==> src/rtl/d16_bus_pkg.sv <==
// Shared definitions for the 16-bit bus arbiter: FSM encoding and master indices.
package d16_bus_pkg;

   typedef enum logic [1:0] {
      ST_IDLE = 2'd0,
      ST_BUSY = 2'd1,
      ST_RESP = 2'd2
   } bus_state_t;

   localparam int MASTER_CORE = 0;
   localparam int MASTER_DMA  = 1;

endpackage

==> src/rtl/bus_arbiter_arb_picker.sv <==
// Combinational winner selection: first requester found scanning upward from ptr+1 (wrapping).
module arb_picker #(
   parameter int N_MASTERS = 2,
   parameter int PTR_W     = $clog2(N_MASTERS)
) (
   input  logic [N_MASTERS-1:0] req,
   input  logic [PTR_W-1:0]     ptr,
   output logic [N_MASTERS-1:0] gnt
);

   always_comb begin
      int  idx;
      logic found;
      gnt   = '0;
      found = 1'b0;
      idx   = 0;
      for (int k = 1; k <= N_MASTERS; k++) begin
         idx = (int'(ptr) + k) % N_MASTERS;
         if (!found && req[idx]) begin
            gnt[idx] = 1'b1;
            found    = 1'b1;
         end
      end
   end

endmodule

==> src/rtl/bus_arbiter.sv <==
// Single-slave bus arbiter, IDLE -> BUSY -> RESP per access.
// Define BUS_ARB_ROUND_ROBIN_EN for round-robin priority; otherwise lowest index wins.
//
// state | meaning
// IDLE  | waiting for any request; winner picked and latched on the edge
// BUSY  | slave strobes driven from the latched copy, counting wait states
// RESP  | one-cycle done/err pulse to the winner, then back to IDLE
module bus_arbiter #(
   parameter int N_MASTERS = 2,
   parameter int ADDR_W    = 16,
   parameter int DATA_W    = 16,
   parameter int TIMEOUT   = 255
) (
   input  logic                          clk,
   input  logic                          rst_n,
   input  logic [N_MASTERS-1:0]          m_req,
   input  logic [N_MASTERS-1:0]          m_we,
   input  logic [N_MASTERS-1:0]          m_byte_en,
   input  logic [N_MASTERS-1:0]          m_byte_sel,
   input  logic [N_MASTERS*ADDR_W-1:0]   m_addr,
   input  logic [N_MASTERS*DATA_W-1:0]   m_wdata,
   output logic [N_MASTERS-1:0]          m_gnt,
   output logic [N_MASTERS-1:0]          m_done,
   output logic [N_MASTERS-1:0]          m_err,
   output logic [DATA_W-1:0]             m_rdata,
   output logic                          s_en,
   output logic                          s_we,
   output logic                          s_byte_en,
   output logic                          s_byte_sel,
   output logic [ADDR_W-1:0]             s_addr,
   output logic [DATA_W-1:0]             s_wdata,
   input  logic                          s_wait,
   input  logic [DATA_W-1:0]             s_rdata
);
   import d16_bus_pkg::*;

   localparam int PTR_W = $clog2(N_MASTERS);
   localparam int CNT_W = (TIMEOUT > 0) ? $clog2(TIMEOUT + 1) : 1;
   localparam logic [CNT_W-1:0] CNT_MAX = '1;
   localparam logic [CNT_W-1:0] TO_VAL  = CNT_W'(TIMEOUT);

   bus_state_t           state_q, state_d;
   logic [N_MASTERS-1:0] gnt_q, win;
   logic                 err_q, we_q, be_q, bs_q;
   logic [ADDR_W-1:0]    addr_q, sel_addr;
   logic [DATA_W-1:0]    wdata_q, sel_wdata, rdata_q;
   logic [CNT_W-1:0]     cnt_q;
   logic [PTR_W-1:0]     ptr_sel;
   logic                 sel_we, sel_be, sel_bs, timeout_hit;

`ifdef BUS_ARB_ROUND_ROBIN_EN
   logic [PTR_W-1:0] ptr_q, gnt_idx;

   always_comb begin
      gnt_idx = '0;
      for (int i = 0; i < N_MASTERS; i++)
         if (gnt_q[i]) gnt_idx = PTR_W'(i);
   end

   always_ff @(posedge clk) begin
      if (!rst_n)                  ptr_q <= PTR_W'(N_MASTERS - 1);
      else if (state_q == ST_RESP) ptr_q <= gnt_idx;
   end

   assign ptr_sel = ptr_q;
`else
   // Pointer pinned to the top index so the scan always starts at master 0.
   assign ptr_sel = PTR_W'(N_MASTERS - 1);
`endif

   arb_picker #(.N_MASTERS(N_MASTERS), .PTR_W(PTR_W)) u_picker (
      .req (m_req),
      .ptr (ptr_sel),
      .gnt (win)
   );

   always_comb begin
      sel_we    = 1'b0;
      sel_be    = 1'b0;
      sel_bs    = 1'b0;
      sel_addr  = '0;
      sel_wdata = '0;
      for (int i = 0; i < N_MASTERS; i++) begin
         if (win[i]) begin
            sel_we    = m_we[i];
            sel_be    = m_byte_en[i];
            sel_bs    = m_byte_sel[i];
            sel_addr  = m_addr[i*ADDR_W +: ADDR_W];
            sel_wdata = m_wdata[i*DATA_W +: DATA_W];
         end
      end
   end

   assign timeout_hit = (TIMEOUT != 0) && (cnt_q == TO_VAL);

   always_ff @(posedge clk) begin
      if (!rst_n) state_q <= ST_IDLE;
      else        state_q <= state_d;
   end

   always_comb begin
      state_d = state_q;
      case (state_q)
         ST_IDLE: if (|m_req)                 state_d = ST_BUSY;
         ST_BUSY: if (!s_wait || timeout_hit) state_d = ST_RESP;
         ST_RESP:                             state_d = ST_IDLE;
         default:                             state_d = ST_IDLE;
      endcase
   end

   always_ff @(posedge clk) begin
      if (!rst_n) begin
         gnt_q   <= '0;
         err_q   <= 1'b0;
         we_q    <= 1'b0;
         be_q    <= 1'b0;
         bs_q    <= 1'b0;
         addr_q  <= '0;
         wdata_q <= '0;
         rdata_q <= '0;
         cnt_q   <= '0;
      end else begin
         case (state_q)
            ST_IDLE: begin
               if (|m_req) begin
                  gnt_q   <= win;
                  we_q    <= sel_we;
                  be_q    <= sel_be;
                  bs_q    <= sel_bs;
                  addr_q  <= sel_addr;
                  wdata_q <= sel_wdata;
                  err_q   <= 1'b0;
                  cnt_q   <= '0;
               end
            end
            ST_BUSY: begin
               if (!s_wait) begin
                  rdata_q <= s_rdata;
                  cnt_q   <= '0;
               end else if (timeout_hit) begin
                  err_q <= 1'b1;
                  cnt_q <= '0;
               end else if (cnt_q != CNT_MAX) begin
                  cnt_q <= cnt_q + 1'b1;
               end
            end
            default: ;
         endcase
      end
   end

   // gnt_q is kept through RESP so the pulse reaches the right master.
   assign m_gnt      = (state_q == ST_BUSY) ? gnt_q : '0;
   assign m_done     = (state_q == ST_RESP && !err_q) ? gnt_q : '0;
   assign m_err      = (state_q == ST_RESP &&  err_q) ? gnt_q : '0;
   assign m_rdata    = rdata_q;
   assign s_en       = (state_q == ST_BUSY);
   assign s_we       = s_en & we_q;
   assign s_byte_en  = s_en & be_q;
   assign s_byte_sel = s_en & bs_q;
   assign s_addr     = addr_q;
   assign s_wdata    = wdata_q;

endmodule

==> config.mk <==
export PLATFORM = sky130hd
export DESIGN_NAME = bus_arbiter
export DESIGN_NICKNAME = d
export VERILOG_FILES = /design/src/rtl/d16_bus_pkg.sv /design/src/rtl/bus_arbiter_arb_picker.sv /design/src/rtl/bus_arbiter.sv
export SDC_FILE = /design/constraint.sdc
export NUM_CORES = 1
export LEC_CHECK = 0
export ABC_AREA = 1
export BUFFER_PORTS_ARGS = -buffer_cell sky130_fd_sc_hd__buf_2
export CAP_MARGIN = 20
export CORE_MARGIN = 2
export CORE_UTILIZATION = 35
export DETAILED_ROUTE_END_ITERATION = 6
export GPL_TIMING_DRIVEN = 0
export PLACE_DENSITY = 0.65
export SYNTH_ARGS = -nofsm -noshare
export SYNTH_HDL_FRONTEND = slang
export SYNTH_HIERARCHICAL = 1
export SYNTH_SLANG_ARGS = --single-unit
==> constraint.sdc <==
create_clock -name clk -period 2.45 [get_ports clk]
set_clock_uncertainty 0.2 [all_clocks]
set_input_delay 0.735 -clock clk [delete_from_list [all_inputs] [get_ports clk]]
set_output_delay 0.735 -clock clk [all_outputs]
set_load 0.05 [all_outputs]
Yosys cells after proc, flatten, opt, wreduce, memory -nomap -nowiden
Cells that the tools add are included.
{"block": "word_totals", "latchBits": 0, "inputBits": 91, "elab_cells": 67, "ff_bits": 64, "n_memories": 0, "output_inout_bits": 58, "ram_bits": 0, "romBits": 0}
{"block": "classes", "magnitude_cmp": 0, "bitwise": 4, "muxes": 28, "shifts": 0, "n_reduce_logical": 15, "div_mod_pow": 0, "multipliers": 0, "eq_ne": 9, "addsub": 1}
{"cell": "2-to-1 mux 16 bit", "count": 4}
{"cell": "2-to-1 mux 8 bit", "count": 4}
{"cell": "one-hot mux 8 bit (2 select lines)", "count": 1}
{"cell": "2-to-1 mux 2 bit", "count": 6}
{"cell": "2-to-1 mux 1 bit", "count": 11}
{"cell": "adder 8 x 1 -> 8 bit, second input constant", "count": 1}
{"cell": "== test 8 bit, second input constant", "count": 1}
{"cell": "!= test 8 bit, second input constant", "count": 1}
{"cell": "!= test 2 x 1 -> 1 bit, second input constant", "count": 3}
{"cell": "AND reduction 2 bit", "count": 3}
{"cell": "!= test 4 x 2 -> 1 bit, second input constant", "count": 1}
{"cell": "one-hot mux 2 bit (2 select lines)", "count": 1}
{"cell": "AND reduction 4 bit", "count": 1}
{"cell": "bitwise AND 1 bit", "count": 3}
{"cell": "logical AND 1 bit", "count": 3}
{"cell": "logical NOT 1 bit", "count": 3}
{"cell": "AND reduction 3 bit", "count": 1}
{"cell": "== test 2 x 1 -> 1 bit, second input constant", "count": 1}
{"cell": "== test 2 bit, second input constant", "count": 1}
{"cell": "logical NOT 2 bit", "count": 1}
{"cell": "!= test 2 bit, second input constant", "count": 1}
{"cell": "one-hot mux 1 bit (2 select lines)", "count": 1}
{"cell": "nonzero test 2 bit", "count": 1}
{"cell": "OR reduction 2 bit", "count": 1}
{"cell": "other kinds (2)", "count": 2}

Depth between registers and ports, before layout
Gate-level depths: netlist of the first run.
{"block": "logic_depth", "depth_word": 6, "depth_mapped": 9, "depth_no_buf": 8}

By module
Netlist of the first run, hierarchy kept.
{"module": "bus_arbiter", "area_each_um2": 2723.9, "cells_per_inst": 371, "n_inst": 1, "seq_area_each_um2": 1281.2}
{"module": "arb_picker", "area_each_um2": 20.0, "cells_per_inst": 5, "n_inst": 1, "seq_area_each_um2": 0.0}

Worst setup path before layout of the first run
OpenSTA, ideal clock, no wires.
{"block": "synth_path", "kind": "flip-flop to output port", "start": "register state_q[1]", "end": "output port m_gnt[0]", "n_path_buf": 0, "path_slack_ns": 0.340, "stages_incl_launch_ff": 4, "arrival_time_ns": 1.175, "cell_sequence": "dfxtp_1 > inv_1 > nand2_2 > nor2_1"}
{"block": "synth_between", "elab_chain_cells": 2}
{"element": "start, declared", "line": "bus_arbiter.sv:42", "text": "bus_state_t state_q, state_d;"}
{"element": "start signal, assigned", "line": "bus_arbiter.sv:98", "text": "else state_q <= state_d;"}
{"element": "== test 2 x 1 -> 1 bit", "line": "bus_arbiter.sv:153", "text": "assign m_gnt = (state_q == ST_BUSY) ? gnt_q : '0;"}
{"element": "2-to-1 mux 2 bit", "line": "bus_arbiter.sv:153"}
{"element": "end, declared", "line": "bus_arbiter.sv:22", "text": "output logic [N_MASTERS-1:0] m_gnt,"}
No other way between the ends.

Worst setup path in the final report of the first run
{"block": "layout_path", "start": "register state_q[1]", "end": "output port s_en"}
{"block": "layout_between", "elab_chain_cells": 1}
{"element": "== test 2 x 1 -> 1 bit", "line": "bus_arbiter.sv:157", "text": "assign s_en = (state_q == ST_BUSY);"}
{"element": "end, declared", "line": "bus_arbiter.sv:26", "text": "output logic s_en,"}
No other way between the ends.

==> flow_summary_export.csv, run 1 <==
group,metric,value,unit
grt,overflow,0,
finish,postLayoutCoreUtil,0.496,
sta,hold-worst-slack,0.262,ns
finish,num_antenna_cells,0,
floorplan,initial_core_util,0.359,
sta,tns,0,ns
logic_synthesis,synth_area_leaders,"dfxtp_1, nand2_1, a31oi_1",
route,drt-initial-drc-count,94,
sta,period_share,0.938,
sta,final.setup.worst_slack,0.151,ns
grt,grt_max_degree,20,
clock_tree,cts_buffers,9,
clock_tree,clk_latency,0.33,ns
route,postRouteAntennaNets,0,
finish,fillCellCount,777,
logic_synthesis,syn_area_per_cell,7.30,um2
worst_setup_path,cp_cell_sequence,"inv_1, nand2_4, inv_2, buf_6, buf_6",
grt,grt_pass1_vias,2954,
route,routed_wl,7970,um
grt,grt_pass1_wl,13200,um
power_and_ir_drop,power.leakage,0.00173,uW
finish,multi_input_area,0.00127,mm2
floorplan,die-area,0.00856,mm2
worst_setup_path,cp-end-kind,"output pin",
worst_setup_path,crit_required,1.51,ns
worst_setup_path,cp_common_cell,"buf_6",
clock_tree,cts_tree,"built",
worst_hold_path,hold_path.class,"flop to flop",
logic_synthesis,synth_warnings,6,
finish,seq_area,0.00128,mm2
floorplan,fp.dieH,92.5,um
floorplan,fp.dieW,92.5,um
logic_synthesis,synth_area,0.00274,mm2
route,wl_met1,3470,um
sta,rsz0062_at_grt,"false",
logic_synthesis,syn_inst,376,
clock_tree,cts_hold_buf,0,
worst_setup_path,start_kind,"flop",
route,top_layer_used,"met4",
route,routed-via-count,3053,
finish,drive_above_1_share,0.348,
clock_tree,clock-sinks,64,
route,dr.pass1.iters,5,
sta,hold_viol,0,
route,post-route-drc-count,0,
route,vias_per_cell,4.76,
clock_tree,cts-root-buf,"clkbuf_8",
clock_tree,clkTransAtPathRegs,0.08,ns
worst_setup_path,cp.arrival,1.36,ns
power_and_ir_drop,powerDensity,673,mW/mm2
placement,place_ws,0.0821,ns
logic_synthesis,ys_ff_latch,64,
sta,maxSlewViolCount,0,
sta,fmax,435,MHz
grt,track_usage,0.192,
floorplan,core.rowCount,32,
grt,antenna_found_initial,0,
worst_setup_path,slowest_delay,0.34,ns
status,status,"finished clean",
logic_synthesis,ys_seq_area_frac,0.467,
floorplan,io-pin-count,149,
power_and_ir_drop,ir_worst_vdd,0.319,mV
finish,nNetsFinal,627,
placement,dpl.hpwl,5970,um
clock_tree,cts_buffer_depth,2,
placement,place_congestion,0.799,
logic_synthesis,synthDistinctLibCells,25,
placement,place.port_buffers,148,
worst_setup_path,critPathKind,"flop to output pin",
finish,area_delta_synth_final,38.3,%
clock_tree,cts_htree_levels,3,
route,route.met2.wl,3740,um
sta,finalSetupViolations,0,
worst_setup_path,critPathSlowestCell,"dfxtp_2",
sta,fin_crit,2.30,ns
logic_synthesis,synth_top_cell_by_area,"dfxtp_1",
floorplan,coreArea,0.00765,mm2
run,maxCapViolCount,0,
route,wl_per_cell,12.4,um
logic_synthesis,yosysTopAreaCellShare,0.467,
worst_setup_path,cp_max_fo,19,
route,routed-wl-met3,633,um
cell usage in the layout (no fill, tap or decap), types with 2 or more instances in the layout:
cell | netlist | final
buf_1 | 2 | 2
buf_6 | 2 | 4
inv_1 | 19 | 19
nand4_1 | 8 | 8
clkbuf_8 | 0 | 9
a31oi_1 | 35 | 35
o21ai_0 | 4 | 4
dfxtp_1 | 64 | 63
nor2_1 | 23 | 23
xor2_1 | 2 | 2
a21oi_1 | 24 | 24
clkinv_2 | 0 | 3
nor2_2 | 2 | 2
buf_4 | 4 | 2
inv_2 | 4 | 4
nand2_1 | 138 | 138
buf_2 | 6 | 153
nor2_8 | 2 | 2
nand3_1 | 24 | 24
clkinvlp_4 | 0 | 3
clkbuf_1 | 5 | 5
conb_1 | 1 | 2
sequential cells by signal, summed over array words and instances (netlist names), 2 cells and up:
register,count
cnt_q,8
gnt_q,2
m_rdata,16
s_addr,16
s_wdata,16
state_q,2
synth_stat cells:
master and n:
nand2_1 138, dfxtp_1 64, a31oi_1 35, a21oi_1 24, nand3_1 24, nor2_1 23, inv_1 19, nand4_1 8
buf_2 6, clkbuf_1 5, buf_4 4, inv_2 4, o21ai_0 4, buf_1 2, buf_6 2, nand2_2 2
nor2_2 2, nor2_8 2, xor2_1 2, a211oi_1 1, clkbuf_2 1, conb_1 1, ha_1 1, o21ai_4 1
o22ai_1 1
path summary, 6_finish.rpt:
| check | start | endpoint | slack [ns] | cells past startpoint |
|---|---|---|---|---|
| min reg2reg | m_rdata[12]$_SDFFE_PN0P_ | m_rdata[12]$_SDFFE_PN0P_ | 0.26 | 2 |
| max reg2reg | state_q[1]$_SDFFE_PN0P_ | cnt_q[2]$_SDFFE_PN0N_ | 0.85 | 7 |
| min | m_rdata[12]$_SDFFE_PN0P_ | m_rdata[12]$_SDFFE_PN0P_ | 0.26 | 2 |
| max | state_q[1]$_SDFFE_PN0P_ | s_en | 0.15 | 5 |
cell families after synthesis:
kind of cell	share of synthesized area
other	0.00137
xor gates and xnor gates	0.00639
and+or+nand+nor	0.306
DFF	0.467
buffers and inverters	0.0730
adders and majority gates	0.00456
AOI/OAI and AO/OA	0.142
worst max-delay path: cells and delay by family, from the launching register on:
family	cells	cell delay, ns
AND/OR/NAND/NOR	1	0.12
buffers and inverters	4	0.57
flip-flops	1	0.34
repair_timing:
action                                  CTS  global route
setup buffers                             0             0
endpoints found under the setup margin    1             1
resized for setup                         4             1
metal layers:
layer	vias up	GRT usage
met2	111	0.327
met3	11	0.0659
li1	1554	-
met5	-	0
met1	1377	0.228
met4	0	0.0609
where the power goes:
group          internal [uW]  leakage (uW)  switching [uW]  total [uW]
clock                    364     0.0000814             428         792
combinational            182       0.00113             441         623
sequential              1100      0.000522            33.5        1140
final cells by class:
type | count | share of cell area
clock inverter | 7 | 0.0122
inverter | 23 | 0.0227
multi-input combinational | 270 | 0.335
buffer | 19 | 0.0290
tap | 102 | 0.0336
clock buffer | 9 | 0.0326
sequential | 64 | 0.338
timing repair buffer | 148 | 0.197
per-stage QoR:
stage	instance area [um2]	std cells	power (uW)
final	3790	642	2550
after global routing	3790	642	2690
after CTS	3790	642	2580
after detailed placement	3620	627	1790
after global placement	3620	627	1780
after floorplan	2750	377	1580
(Power assumes the default switching activity.)
==> run 2, diff against run 1 <==
PLACE_DENSITY = default   (was 0.65)
SYNTH_HIERARCHICAL = default   (was 1)
==> run 2 against run 1 <==
Net effect: cell count down 1.6%; largest power group unchanged; worst hold slack got worse by 0.0027 ns; sequential power hardly changed; largest cell class unchanged; cell area grew 3.3%; register-to-register slack gained 0.06 ns; die area up 3.3%; clock-buffer cell count did not move; highest routed layer unchanged; global-route usage decreased by 0.62 points.
==> flow_summary_export.csv, run 2 <==
group,metric,value,unit
worst_setup_path,r2r_cells,7,
grt,grt_pass1_vias,2860,
floorplan,fp.dieW,94.1,um
floorplan,io-pin-count,149,
finish,fillCellCount,807,
clock_tree,cts_tree,"built",
finish,drive_above_1_share,0.385,
route,routed-via-count,3007,
clock_tree,cts_buffer_depth,2,
logic_synthesis,syn_area_per_cell,7.69,um2
placement,place.port_buffers,145,
floorplan,core.rowCount,32,
logic_synthesis,async_reset_ff_frac,0,
grt,grt_pass1_wl,13000,um
worst_setup_path,cp_top_family,"buffers and inverters",
logic_synthesis,synth_top_cell_by_area,"dfxtp_1",
logic_synthesis,syn_inst,369,
route,vias_per_cell,4.76,
sta,fin_crit,2.36,ns
worst_setup_path,rrSetupSlack,0.91,ns
clock_tree,postCtsSetupBuffers,0,
finish,area_delta_synth_final,38.1,%
placement,place_congestion,0.845,
clock_tree,clk_latency,0.33,ns
worst_setup_path,critPathBufInv,5,
floorplan,initial_core_util,0.364,
sta,maxSlewHeadroom,0.625,
logic_synthesis,synth_area,0.00284,mm2
clock_tree,cts_buffers,9,
sta,rsz0062_at_grt,"false",
logic_synthesis,synth_warnings,0,
placement,placed_area,0.00369,mm2
finish,final_area,0.00392,mm2
sta,hold-worst-slack,0.259,ns
worst_setup_path,slowest_delay,0.34,ns
run,maxCapViolCount,0,
worst_setup_path,start_kind,"flop",
floorplan,die-area,0.00885,mm2
clock_tree,clock-sinks,64,
worst_setup_path,r2r_end,"s_wdata[12]$_SDFFE_PN0P_",
route,postRouteAntennaNets,0,
finish,nNetsFinal,617,
worst_setup_path,critPathLaunch,"state_q[1]$_SDFFE_PN0P_",
logic_synthesis,yosys-top-cells-count,"nand2_1, dfxtp_1, a21oi_1, nand3_1",
worst_setup_path,critPathSlowestCell,"dfxtp_2",
power_and_ir_drop,total_power,2870,uW
sta,period_share,0.965,
finish,num_antenna_cells,0,
logic_synthesis,synthFlopType,"dfxtp_1",
logic_synthesis,synthDistinctLibCells,36,
logic_synthesis,yosysMostFrequentCell,"nand2_1",
worst_setup_path,cp_max_fo,10,
sta,tns,0,ns
finish,mostFrequentLayoutCells,"buf_2, nand2_1, dfxtp_1, a21oi_1, nand3_1",
route,post-route-drc-count,0,
worst_hold_path,hold_path.class,"flop to flop",
worst_setup_path,crit_required,1.51,ns
route,wl_per_cell,12.7,um
status,status,"finished clean",
route,routed_wl,8040,um
clock_tree,cts-root-buf,"clkbuf_8",
worst_setup_path,path_depth,6,
worst_setup_path,critPathKind,"flop to output pin",
worst_setup_path,cp-end-kind,"output pin",
sta,fmax,423,MHz
worst_hold_path,min_path_cells,2,
power_and_ir_drop,powerDensity,733,mW/mm2
logic_synthesis,synth_area_leaders,"dfxtp_1, nand2_1, a21oi_1",
sta,tightest_slew,0.562,ns
finish,final_common_cell,"buf_2",
grt,grt_max_degree,13,
placement,dpl.hpwl,6120,um
logic_synthesis,synth_edf_count,0,
clock_tree,cts_htree_levels,3,
worst_setup_path,reg2reg_from,"state_q[0]$_SDFFE_PN0P_",
clock_tree,clkTransAtPathRegs,0.07,ns
grt,track_usage,0.186,
logic_synthesis,ys_ff_latch,64,
sta,maxSlewViolCount,0,
grt,antenna_found_initial,0,
sta,finalSetupViolations,0,
worst_setup_path,crit_end,"s_en",
power_and_ir_drop,power.leakage,0.00180,uW
floorplan,fp.dieH,94.1,um
worst_setup_path,cp_cell_sequence,"inv_2, nand2_4, inv_2, buf_4, buf_6, buf_6",
route,drt-initial-drc-count,90,
power_and_ir_drop,ir_worst_vdd,0.278,mV
grt,overflow,0,
logic_synthesis,ys_seq_area_frac,0.451,
worst_setup_path,cp.arrival,1.43,ns
logic_synthesis,yosysTopAreaCellShare,0.451,
logic_synthesis,synth_fp_nets,461,
route,dr.pass1.iters,5,
floorplan,coreArea,0.00781,mm2
sta,hold_viol,0,
run 2: layout make-up:
class                   instances  area (um2)  share of cell area
flip-flops and latches         64        1280               0.327
multi-input cells             261        1280               0.326
repair buffers                145         732               0.187
plain buffers                  21         180              0.0460
well taps                     102         128              0.0326
clock buffers                   9         124              0.0316
inverters                      23        98.8              0.0252
clock inverters                 7        95.1              0.0243
run 2: cell families after synthesis:
group,share of synthesized area
xor gates and xnor gates,0.00309
and+or+nand+nor,0.290
buffers and inverters,0.0983
adders and majority gates,0.00441
AOI/OAI and AO/OA,0.153
DFF,0.451
run 2: timing repair:
item | 4_1_cts | 5_1_grt
hold buffers | 0 | 0
setup endpoints to repair | 1 | 1
resized for setup | 2 | 2
run 2: report_power, final:
part | internal (uW) | switching (uW)
registers | 1120 | 38.9
logic | 222 | 497
clock network | 574 | 425
run 2: through the flow:
step / std cells / utilization / setup WS (ns)
floorplan: 369 / - / 0.372
detailed placement: 616 / 0.473 / 0.307
global route: 632 / 0.502 / 0.00125
global placement: 616 / 0.473 / 0.323
CTS: 632 / 0.501 / 0.0159
finish: 632 / 0.502 / 0.0855
run 2: worst min-delay path, stage by stage, from the launching register on:
cell	delay [ns]
dfxtp_1	0.31
nand2_1	0.06
a21oi_1	0.05
run 2: worst min path at each step:
stage                             start                  endpoint  slack, ns
3_3_place_gp   m_rdata[12]$_SDFFE_PN0P_  m_rdata[12]$_SDFFE_PN0P_       0.25
6_report        m_rdata[7]$_SDFFE_PN0P_   m_rdata[7]$_SDFFE_PN0P_       0.26
5_1_grt         m_rdata[2]$_SDFFE_PN0P_   m_rdata[2]$_SDFFE_PN0P_       0.29
3_5_place_dp    m_rdata[7]$_SDFFE_PN0P_   m_rdata[7]$_SDFFE_PN0P_       0.25
2_1_floorplan     cnt_q[7]$_SDFFE_PN0N_     cnt_q[7]$_SDFFE_PN0N_       0.24
4_1_cts         m_rdata[7]$_SDFFE_PN0P_   m_rdata[7]$_SDFFE_PN0P_       0.26
run 2: per-layer routing:
layer,up-vias,routed length (um),share of wire,global-route usage
li1,1530,-,-,-
met1,1351,3520,0.44,0.216
met2,117,3730,0.46,0.320
met3,9,672,0.084,0.0562
met4,0,106,0.013,0.0725
met5,-,0,0,0
